--- src/rtl/coupling_weight_loader.sv ---
// Command engine for the coupling-column config bus: validates a spin pair,
// derives the column, performs a single write or timed read and returns a response.
module coupling_weight_loader #(
  parameter int unsigned N       = 8,
  parameter int unsigned RD_WAIT = 2
) (
  input  logic                clk,
  input  logic                axi_rst,
  input  logic                cmd_valid,
  output logic                cmd_ready,
  input  logic                cmd_write,
  input  logic [15:0]         cmd_s,
  input  logic [15:0]         cmd_d,
  input  logic [31:0]         cmd_wdata,
  output logic                rsp_valid,
  input  logic                rsp_ready,
  output logic                rsp_err,
  output logic [31:0]         rsp_rdata,
  output logic                wready,
  output logic [N-2:0]        wr_match,
  output logic [15:0]         s_addr,
  output logic [15:0]         d_addr,
  output logic [31:0]         wdata,
  input  logic [32*(N-1)-1:0] col_rdata
);

  localparam int unsigned NC = N - 1;
  localparam int unsigned KW = $clog2(N);
  localparam int unsigned CW = (RD_WAIT > 1) ? $clog2(RD_WAIT) : 1;

  typedef enum logic [2:0] {IDLE, CHK, WR, RDW, RSP} state_t;

  state_t        state;
  logic          write_q;
  logic [15:0]   s_q;
  logic [15:0]   d_q;
  logic [31:0]   wdata_q;
  logic [KW-1:0] k_q;
  logic [CW-1:0] cnt;

  logic          addr_err;
  logic [15:0]   lo;
  logic [15:0]   hi;
  logic [KW-1:0] k_next;
  logic [31:0]   col_word;

  // Pair validation and normalisation from the latched command
  always_comb begin
    addr_err = (s_q >= 16'(N)) || (d_q >= 16'(N)) || (s_q == d_q);
    lo       = (s_q < d_q) ? s_q : d_q;
    hi       = (s_q < d_q) ? d_q : s_q;
    k_next   = KW'(hi - lo - 16'd1);
  end

  // Read-data mux for the selected column
  always_comb begin
    col_word = '0;
    for (int i = 0; i < int'(NC); i++) begin
      if (KW'(i) == k_q) col_word = col_rdata[i*32 +: 32];
    end
  end

  always_ff @(posedge clk) begin
    if (axi_rst) begin
      state     <= IDLE;
      cmd_ready <= 1'b1;
      rsp_valid <= 1'b0;
      rsp_err   <= 1'b0;
      rsp_rdata <= '0;
      wready    <= 1'b0;
      wr_match  <= '0;
      s_addr    <= '0;
      d_addr    <= '0;
      wdata     <= '0;
      write_q   <= 1'b0;
      s_q       <= '0;
      d_q       <= '0;
      wdata_q   <= '0;
      k_q       <= '0;
      cnt       <= '0;
    end else begin
      case (state)
        IDLE: begin
          if (cmd_valid && cmd_ready) begin
            cmd_ready <= 1'b0;
            write_q   <= cmd_write;
            s_q       <= cmd_s;
            d_q       <= cmd_d;
            wdata_q   <= cmd_wdata;
            state     <= CHK;
          end
        end
        CHK: begin
          if (addr_err) begin
            rsp_valid <= 1'b1;
            rsp_err   <= 1'b1;
            rsp_rdata <= '0;
            state     <= RSP;
          end else begin
            s_addr   <= lo;
            d_addr   <= hi;
            k_q      <= k_next;
            wr_match <= NC'(1) << k_next;
            if (write_q) begin
              wdata  <= wdata_q;
              wready <= 1'b1;
              state  <= WR;
            end else begin
              cnt   <= '0;
              state <= RDW;
            end
          end
        end
        WR: begin
          wready    <= 1'b0;
          rsp_valid <= 1'b1;
          rsp_err   <= 1'b0;
          rsp_rdata <= '0;
          state     <= RSP;
        end
        RDW: begin
          // Column read data is taken on the last wait cycle
          if (cnt == CW'(RD_WAIT - 1)) begin
            rsp_rdata <= col_word;
            rsp_valid <= 1'b1;
            rsp_err   <= 1'b0;
            state     <= RSP;
          end else begin
            cnt <= cnt + CW'(1);
          end
        end
        RSP: begin
          if (rsp_ready) begin
            rsp_valid <= 1'b0;
            rsp_err   <= 1'b0;
            rsp_rdata <= '0;
            wr_match  <= '0;
            cmd_ready <= 1'b1;
            state     <= IDLE;
          end
        end
        default: state <= IDLE;
      endcase
    end
  end

endmodule

--- config.mk ---
export PLATFORM = sky130hd
export DESIGN_NAME = coupling_weight_loader
export DESIGN_NICKNAME = d
export VERILOG_FILES = /design/src/rtl/coupling_weight_loader.sv
export SDC_FILE = /design/constraint.sdc
export NUM_CORES = 1
export LEC_CHECK = 0
export CAP_MARGIN = 20
export CORE_AREA = 2 2 155 157
export CTS_CLUSTER_DIAMETER = 30
export DETAILED_ROUTE_END_ITERATION = 12
export DIE_AREA = 0 0 157 159
export GPL_TIMING_DRIVEN = 0
export PLACE_DENSITY = 0.83
export SLEW_MARGIN = 10
export SYNTH_ARGS = -nofsm -noshare
export SYNTH_HDL_FRONTEND = slang
export SYNTH_SLANG_ARGS = --single-unit
export TNS_END_PERCENT = 10
--- constraint.sdc ---
create_clock -name clk -period 10.16 [get_ports clk]
set_input_delay 1.524 -clock clk [delete_from_list [all_inputs] [get_ports clk]]
set_output_delay 1.524 -clock clk [all_outputs]
set_load 0.02 [all_outputs]
## Word-level counts from Yosys, hierarchy flattened

Cells that the tools add are included.
W data, S select, Z words.

- Flip-flop bits (word level): 179
- Input port bits: 293
- Output and inout bits: 107

- Add/sub/neg operators: 3
- $lt $le $gt $ge: 3
- Eq/ne operators: 18
- Shift-type cells: 1
- Mux-type cells: 38
- Bitwise operators: 1
- Reductions and logical operators: 19

Operators with widths:

| cell | count |
|---|---|
| $mux W32 | 10 |
| $pmux W32 S4 | 1 |
| $ge A16 B4 Y1 const B | 2 |
| $mux W16 | 2 |
| $reduce_and A3 Y1 | 6 |
| $eq A16 B16 Y1 | 1 |
| $lt A16 B16 Y1 | 1 |
| $pmux W3 S5 | 1 |
| $mux W7 | 2 |
| $ne A2 B2 Y1 const B | 7 |
| $pmux W7 S2 | 1 |
| $mux W1 | 12 |
| $mux W3 | 4 |
| $eq A3 B3 Y1 const A | 3 |
| $pmux W1 S4 | 2 |
| $reduce_bool A2 Y1 | 4 |
| $shl A1 B3 Y7 const A | 1 |
| $eq A2 B3 Y1 const A | 2 |
| $eq A3 B2 Y1 const B | 2 |
| $logic_not A3 Y1 | 2 |
| $pmux W1 S2 | 3 |
| $reduce_and A2 Y1 | 2 |
| $reduce_and A4 Y1 | 1 |
| $reduce_bool A4 Y1 | 1 |
| 9 further kinds | 10 |

## Depth between registers and ports, before layout

Gate-level depths: netlist of the first run.

- Word-level depth: 10
- Depth in mapped cells: 13
- Mapped depth without buffers: 13

## Worst setup path after synthesis of the first run

OpenSTA, ideal clock, no wires.

- Path kind: register to register
- From: reg d_q[13]
- To: reg wr_match[1]
- Arrival: 3.169 ns
- Required time: 10.098 ns
- Setup slack: 6.929 ns
- Stages on the path, launching flop included: 14
- Buffers on the path: 0
- Cells stage by stage: dfxtp_1 -> inv_1 -> ha_1 -> a21oi_1 -> o21ai_0 -> nor4_2 -> nand3_2 -> nand2_1 -> o22ai_1 -> ha_1 -> or3b_2 -> nor3_1 -> o21ai_0 -> nand3_1

- Cells in the longest elaborated chain, start to end: 7

RTL lines:

| element | RTL line | RTL |
|---|---|---|
| start: declaration | 36 | `logic [15:0] d_q;` |
| start signal: assignment | 88 | `d_q <= cmd_d;` |
| $lt A16 B16 Y1 * | 50, 51 |  |
| $mux W16 (on tied branches) | 51, 50 |  |
| $sub A3 B3 Y3 * | 52 | `k_next = KW'(hi - lo - 16'd1);` |
| $sub A3 B1 Y3 * | 52 |  |
| named net k_next[1] | 44 | `logic [KW-1:0] k_next;` |
| $shl A1 B3 Y7 * | 103 | `wr_match <= NC'(1) << k_next;` |
| $mux W7 * | 94 | `if (addr_err) begin` |
| $pmux W7 S2 * | 82 | `case (state)` |
| end signal: assignment | 103 |  |
| end: declaration | 20 | `output logic [N-2:0] wr_match,` |

The timed path passes the listed nets; every way through them passes the cells marked *. The select of a mux whose other input is x is not followed.
A chain may end at the register's enable or synchronous reset.

## Final worst setup path of the first run

- From: reg s_q[13]
- To: reg wr_match[5]

- Cells in the longest elaborated chain, start to end: 7

RTL lines:

| element | RTL line | RTL |
|---|---|---|
| start: declaration | 35 | `logic [15:0] s_q;` |
| start signal: assignment | 87 | `s_q <= cmd_s;` |
| $lt A16 B16 Y1 * | 50, 51 |  |
| $mux W16 (on tied branches) | 51, 50 |  |
| $sub A3 B3 Y3 * | 52 |  |
| $sub A3 B1 Y3 * | 52 |  |
| named net k_next[1] | 44 |  |
| $shl A1 B3 Y7 * | 103 |  |
| $mux W7 * | 94 |  |
| $pmux W7 S2 * | 82 |  |

Marked as above.

==> impl_metrics.json, run 1 <==
{
  "status": "finished, final reports clean",
  "vias_per_cell": 5.27,
  "min_to": "rsp_rdata[19]",
  "synthesis.nets": 1406,
  "worst_pin_slew_ns": 0.893,
  "swShare": 0.292,
  "initial_core_util": 0.372,
  "fin_crit_ns": 3.75,
  "regArea_mm2": 0.00358,
  "drt-total-wl_mm": 36.9,
  "yosysWarnings": 0,
  "fin_ws_ns": 6.41,
  "synth_top_family_by_area": "compound AO/OA/AOI/OAI gates",
  "switchingPower_mw": 0.524,
  "rr_startpoint": "s_q[13]",
  "placementRows": 56,
  "first_iter_violations": 711,
  "avgSynthCellArea_um2": 7.87,
  "antenna_found_initial": 17,
  "share_seq_of_total_power": 0.418,
  "dpl.hpwl_mm": 29.4,
  "pre_cts_ws_ns": 6.28,
  "coreArea_mm2": 0.0232,
  "io_pins": 400,
  "cts_hold_buf": 0,
  "worst_setup_path_start_kind": "register",
  "async_reset_ff_frac": 0,
  "first_global_vias": 9744,
  "ys.flop_type": "dfxtp_1",
  "finalSetupViolations": 0,
  "critPathRequiredTime_ns": 10.53,
  "cts_setup_buffers": 0,
  "ys_types": 54,
  "grt_start_max_net_pins": 19,
  "synthAdderAreaFrac": 0.0247,
  "cts_resized": 0,
  "die_x_um": 157,
  "portBuffers": 398,
  "p_per_area_mw_per_mm2": 132,
  "final_cell_mix": "clkdlybuf4s50_1, nand2_1, dfxtp_1",
  "cts_root_buf": "clkbuf_16",
  "drc": 0,
  "fin_skew_ns": 0.0127,
  "endpoint_kind": "register",
  "syn_area_mm2": 0.00862,
  "max_cap_violations": 0,
  "synth_seq_cells": 179,
  "cts_tree": "built",
  "ant_nets": 0,
  "dr.pass1.iters": 6,
  "clkPwrFrac": 0.369,
  "clock_latency_ns": 0.44,
  "reg2regPathDepth": 12,
  "r2r_slack_ns": 6.41,
  "path_clk_slew_ns": 0.08,
  "syn_to_final_growth_pct": 58.2,
  "avgRoutedWirePerCell_um": 19.8,
  "synth_compound_area_frac": 0.230,
  "multi_input_area_mm2": 0.00453,
  "grt_setup_unrepaired": "no",
  "final_common_cell": "clkdlybuf4s50_1",
  "fin_util": 0.588,
  "synth_xor_area_frac": 0,
  "yosysSeqAreaShare": 0.416,
  "synth_edf_count": 0,
  "syn_inst": 1096,
  "combPwrFrac": 0.214,
  "vias": 9821,
  "relSlewSlack": 0.405,
  "finalSetupTns_ns": 0,
  "hp-start": "rsp_rdata[19]",
  "grt_pass1_wl_mm": 54.4,
  "numCtsBuffers": 17,
  "arrival_ns": 4.12,
  "peakVddDrop_uv": 121,
  "die_area_mm2": 0.0250,
  "p_int_mw": 1.27,
  "fin_nets": 1823,
  "fmax_ghz": 0.267,
  "place.gp.congestion": 0.948,
  "cellLeakagePower_nw": 4.77,
  "synth_mux_area_frac": 0.0443,
  "hold_depth": 2,
  "cts.sinks": 179,
  "crit_fanout": 7,
  "layout-drive-gt1-share": 0.0419,
  "holdCritPathClass": "register to register",
  "die_h_um": 159,
  "gr-total-overflow": 0,
  "timing.rr.end": "wr_match[5]",
  "fin_area_mm2": 0.0136,
  "placedInstanceArea_mm2": 0.0130,
  "maxSlewViolCount": 0,
  "final.fill_count": 2078,
  "cts_buffer_depth": 2,
  "yosys.area_share.simple": 0.227,
  "period_share": 0.369,
  "globalRouteTotalUtil": 0.284,
  "crit_type": "register to register",
  "cts.htree.levels": 4,
  "hold_viol": 0
}
## layout make-up
class	count	area share
Timing Repair Buffer	398	0.292
Buffer	92	0.0322
Inverter	18	0.00495
Clock buffer	18	0.0315
Sequential cell	179	0.263
Tap cell	319	0.0293
Multi-Input combinational cell	807	0.332
Clock inverter	14	0.0120
Antenna cell	18	0.00330
## layer usage
layer	wire (um)	GRT usage
met2	18100	0.486
met5	0	0
met4	1650	0.157
met1	14100	0.316
met3	3030	0.0811
## sequential cells by signal (all words and copies together) (netlist names)
register and flops:
rsp_rdata 32, rsp_err 1, s_addr 16, wdata_q 32
d_q 16, wr_match 7, wdata 32, cnt 1
rsp_valid 1, state 3, write_q 1, s_q 16
cmd_ready 1, wready 1, d_addr 16, k_q 3
## worst max path at each step
stage	startpoint	endpoint	slack [ns]	depth (start not counted)
2_1_floorplan	d_q[13]	wr_match[1]	6.93	13
3_3_place_gp	rsp_ready	rsp_rdata[12]	6.34	8
3_5_place_dp	rsp_ready	rsp_rdata[3]	6.28	8
4_1_cts	s_q[13]	wr_match[5]	6.44	12
5_1_grt	d_q[13]	wr_match[5]	6.05	13
6_report	s_q[13]	wr_match[5]	6.41	12
## critical path, cell delays in order (launching register included)
cell and delay, ns:
dfxtp_1 0.36, ha_1 0.34, a21oi_1 0.13, o21ai_0 0.14, nor4_2 0.68, nand3_2 0.36
nand2_1 0.22, o22ai_1 0.11, ha_1 0.37, or3b_2 0.50, nor3_1 0.22, o21ai_0 0.16
nand3_1 0.10
## cells in the mapped netlist (3+ instances only)
cell type | count | share of area
nor2_1 | 85 | 0.037
nand3_1 | 8 | 0.0046
inv_1 | 18 | 0.0078
a211oi_1 | 5 | 0.0044
nor3_1 | 6 | 0.0035
o21ai_0 | 7 | 0.0041
buf_2 | 9 | 0.0052
nand4_1 | 6 | 0.0044
o221ai_1 | 33 | 0.034
nor3b_1 | 3 | 0.0026
nor4_1 | 6 | 0.0044
and3_1 | 4 | 0.0029
and2_1 | 29 | 0.021
nand2b_1 | 4 | 0.0029
buf_4 | 3 | 0.0026
clkbuf_1 | 69 | 0.030
buf_8 | 3 | 0.0052
buf_6 | 5 | 0.0065
a22o_1 | 32 | 0.033
dfxtp_1 | 179 | 0.42
nor2b_1 | 5 | 0.0036
mux2i_1 | 37 | 0.043
a21oi_1 | 176 | 0.10
buf_1 | 3 | 0.0013
nand2_1 | 276 | 0.12
ha_1 | 17 | 0.025
o211ai_1 | 4 | 0.0035
o2111ai_1 | 33 | 0.034
## logic make-up after synthesis
| logic type | count (synthesis) |
|---|---|
| compound gates | 303 |
| fa+ha+maj | 17 |
| flops | 179 |
| mux | 38 |
| buf+inv | 110 |
| simple gates | 449 |
## stage by stage
stage / hold slack [ns] / total power [mW] / cells
floorplan: 0.432 / 0.953 / 1096
global placement: 0.435 / 1.14 / 1813
detailed placement: 0.443 / 1.14 / 1813
CTS: 0.452 / 1.80 / 1845
global route: 0.470 / 1.87 / 1863
finish: 0.452 / 1.79 / 1863
## power groups by stage
stage          combinational [mW]  sequential (mW)  clock, mW
6_report                    0.383            0.750      0.662
5_1_grt                     0.417            0.752      0.697
4_1_cts                     0.380            0.749      0.671
3_5_place_dp                0.378            0.765          0
3_3_place_gp                0.373            0.764          0
2_1_floorplan               0.191            0.762          0
Power figures use the tool's default switching activity.
==> run 2, diff against run 1 <==
--- a/config.mk
+++ b/config.mk
@@ -6,12 +6,12 @@
 export NUM_CORES = 1
 export LEC_CHECK = 0
 export CAP_MARGIN = 20
-export CORE_AREA = 2 2 155 157
+export CORE_AREA = 2 2 156 158
 export CTS_CLUSTER_DIAMETER = 30
 export DETAILED_ROUTE_END_ITERATION = 12
-export DIE_AREA = 0 0 157 159
+export DIE_AREA = 0 0 158 160
 export GPL_TIMING_DRIVEN = 0
-export PLACE_DENSITY = 0.83
+export PLACE_DENSITY = 0.82
 export SLEW_MARGIN = 10
 export SYNTH_ARGS = -nofsm -noshare
 export SYNTH_HDL_FRONTEND = slang
==> constraint.sdc (replaced) <==
create_clock -name clk -period 3.56 [get_ports clk]
set_input_delay 0.534 -clock clk [delete_from_list [all_inputs] [get_ports clk]]
set_output_delay 0.534 -clock clk [all_outputs]
set_load 0.02 [all_outputs]
==> impl_metrics.json, run 2 (synthesized netlist as in run 1, its figures left out) <==
{
  "dpl.hpwl_mm": 29.4,
  "cts_hold_buf": 0,
  "clock_latency_ns": 0.43,
  "vias": 9853,
  "maxSlewViolCount": 0,
  "drc": 0,
  "fin_nets": 1826,
  "portBuffers": 398,
  "cts_tree": "built",
  "worst_pin_slew_ns": 0.847,
  "final.fill_count": 2174,
  "dr.pass1.iters": 6,
  "fin_hold_ws_ns": 0.449,
  "die_area_mm2": 0.0253,
  "relSlewSlack": 0.435,
  "cts_buffer_depth": 2,
  "p_per_area_mw_per_mm2": 377,
  "grt_pass1_wl_mm": 55.2,
  "fmax_ghz": 0.296,
  "grt_start_max_net_pins": 19,
  "ant_nets": 0,
  "critPathRequiredTime_ns": 3.93,
  "antenna_found_initial": 15,
  "period_share": 0.949,
  "first_iter_violations": 865,
  "syn_to_final_growth_pct": 59.0,
  "crit_fanout": 7,
  "fin_skew_ns": 0.0175,
  "cts.sinks": 179,
  "io_pins": 400,
  "reg_top3": "rsp_rdata: 32 flops, wdata: 32 flops, wdata_q: 32 flops",
  "final_cell_mix": "clkdlybuf4s50_1, nand2_1, dfxtp_1",
  "max_cap_violations": 0,
  "endpoint_kind": "register",
  "multi_input_area_mm2": 0.00457,
  "fin_ws_ns": 0.181,
  "die_x_um": 158,
  "fin_crit_ns": 3.38,
  "grt_setup_unrepaired": "no",
  "globalRouteTotalUtil": 0.286,
  "initial_core_util": 0.362,
  "coreArea_mm2": 0.0238,
  "arrival_ns": 3.75,
  "regArea_mm2": 0.00358,
  "vias_per_cell": 5.27,
  "hold_viol": 0,
  "drt-total-wl_mm": 37.2,
  "pre_cts_ws_ns": -0.0945,
  "finalSetupViolations": 0,
  "die_h_um": 160,
  "status": "finished, final reports clean",
  "holdCritPathClass": "register to register",
  "path_clk_slew_ns": 0.07,
  "crit_type": "register to register",
  "avgRoutedWirePerCell_um": 19.9,
  "layout-drive-gt1-share": 0.0471,
  "cts_root_buf": "clkbuf_16",
  "first_global_vias": 9841,
  "cts.htree.levels": 4,
  "place.gp.congestion": 0.957,
  "gr-total-overflow": 0,
  "worst_setup_path_start_kind": "register",
  "numCtsBuffers": 17,
  "cellLeakagePower_nw": 4.79,
  "placementRows": 57,
  "final_common_cell": "clkdlybuf4s50_1",
  "peakVddDrop_uv": 322
}
run 2: cell count changes in the layout (fill, tap and decap cells not counted), sizes merged:
cell	delta
inv	+1
diode	-1
buf	+3
clkinvlp	+1
clkinv	-2
run 2: repair_timing:
| item | CTS | global route |
|---|---|---|
| pin swaps | 0 | 3 |
| gates resized for setup | 2 | 5 |
| endpoints found under the setup margin | 2 | 2 |
| setup buffers | 0 | 3 |
run 2: routing by layer:
layer	wire length (um)	GRT usage
met1	14300	0.327
met2	17800	0.476
met3	3050	0.0722
met4	2000	0.175
met5	0	0
run 2: worst max-delay path, stage by stage, from the launching register on:
cell,delay (ns)
dfxtp_1,0.36
inv_1,0.07
ha_1,0.31
nand4_2,0.17
or4_4,0.55
a21o_4,0.25
nand3_4,0.14
nand2_1,0.11
o22ai_1,0.14
ha_1,0.29
or3b_2,0.53
nor3_2,0.14
o21ai_0,0.14
nand3_1,0.11
run 2: cell type report:
cell class                      count  share of cell area
Multi-Input combinational cell    807               0.333
Timing Repair Buffer              401               0.292
Sequential cell                   179               0.261
Clock buffer                       18              0.0320
Buffer                             92              0.0320
Tap cell                          324              0.0296
Clock inverter                     14              0.0115
Inverter                           18             0.00493
Antenna cell                       17             0.00310
run 2: power by group:
part / switching [mW] / internal [mW]
sequential: 0.0591 / 2.08
clock: 0.877 / 1.02
combinational: 0.571 / 0.565
run 2: per-stage QoR:
| step | util | setup TNS, ns | std cells | total power [mW] | area (um2) |
|---|---|---|---|---|---|
| finish | 0.576 | 0 | 1870 | 5.17 | 13700 |
| global route | 0.575 | 0 | 1868 | 5.39 | 13700 |
| CTS | 0.572 | 0 | 1850 | 5.17 | 13600 |
| detailed placement | 0.546 | -0.136 | 1818 | 3.27 | 13000 |
| global placement | 0.546 | -0.0879 | 1818 | 3.24 | 13000 |
| floorplan | - | 0 | 1096 | 2.72 | 8620 |
run 2: path summary, 6_finish.rpt:
path	startpoint	cells after the start	endpoint	slack [ns]
worst min-delay path	rsp_rdata[24]	2	rsp_rdata[24]	0.45
worst min register to register	rsp_rdata[24]	2	rsp_rdata[24]	0.45
worst max register to register	d_q[14]	13	wr_match[5]	0.18
worst max-delay path	d_q[14]	13	wr_match[5]	0.18
==> run 3, diff against run 2 <==
--- a/config.mk
+++ b/config.mk
@@ -11,6 +11,7 @@
 export DETAILED_ROUTE_END_ITERATION = 12
 export DIE_AREA = 0 0 158 160
 export GPL_TIMING_DRIVEN = 0
+export HOLD_SLACK_MARGIN = 0.03
 export PLACE_DENSITY = 0.82
 export SLEW_MARGIN = 10
 export SYNTH_ARGS = -nofsm -noshare
==> results of run 3 <==
Final layout, timing and power as in run 2 (identical DEF).
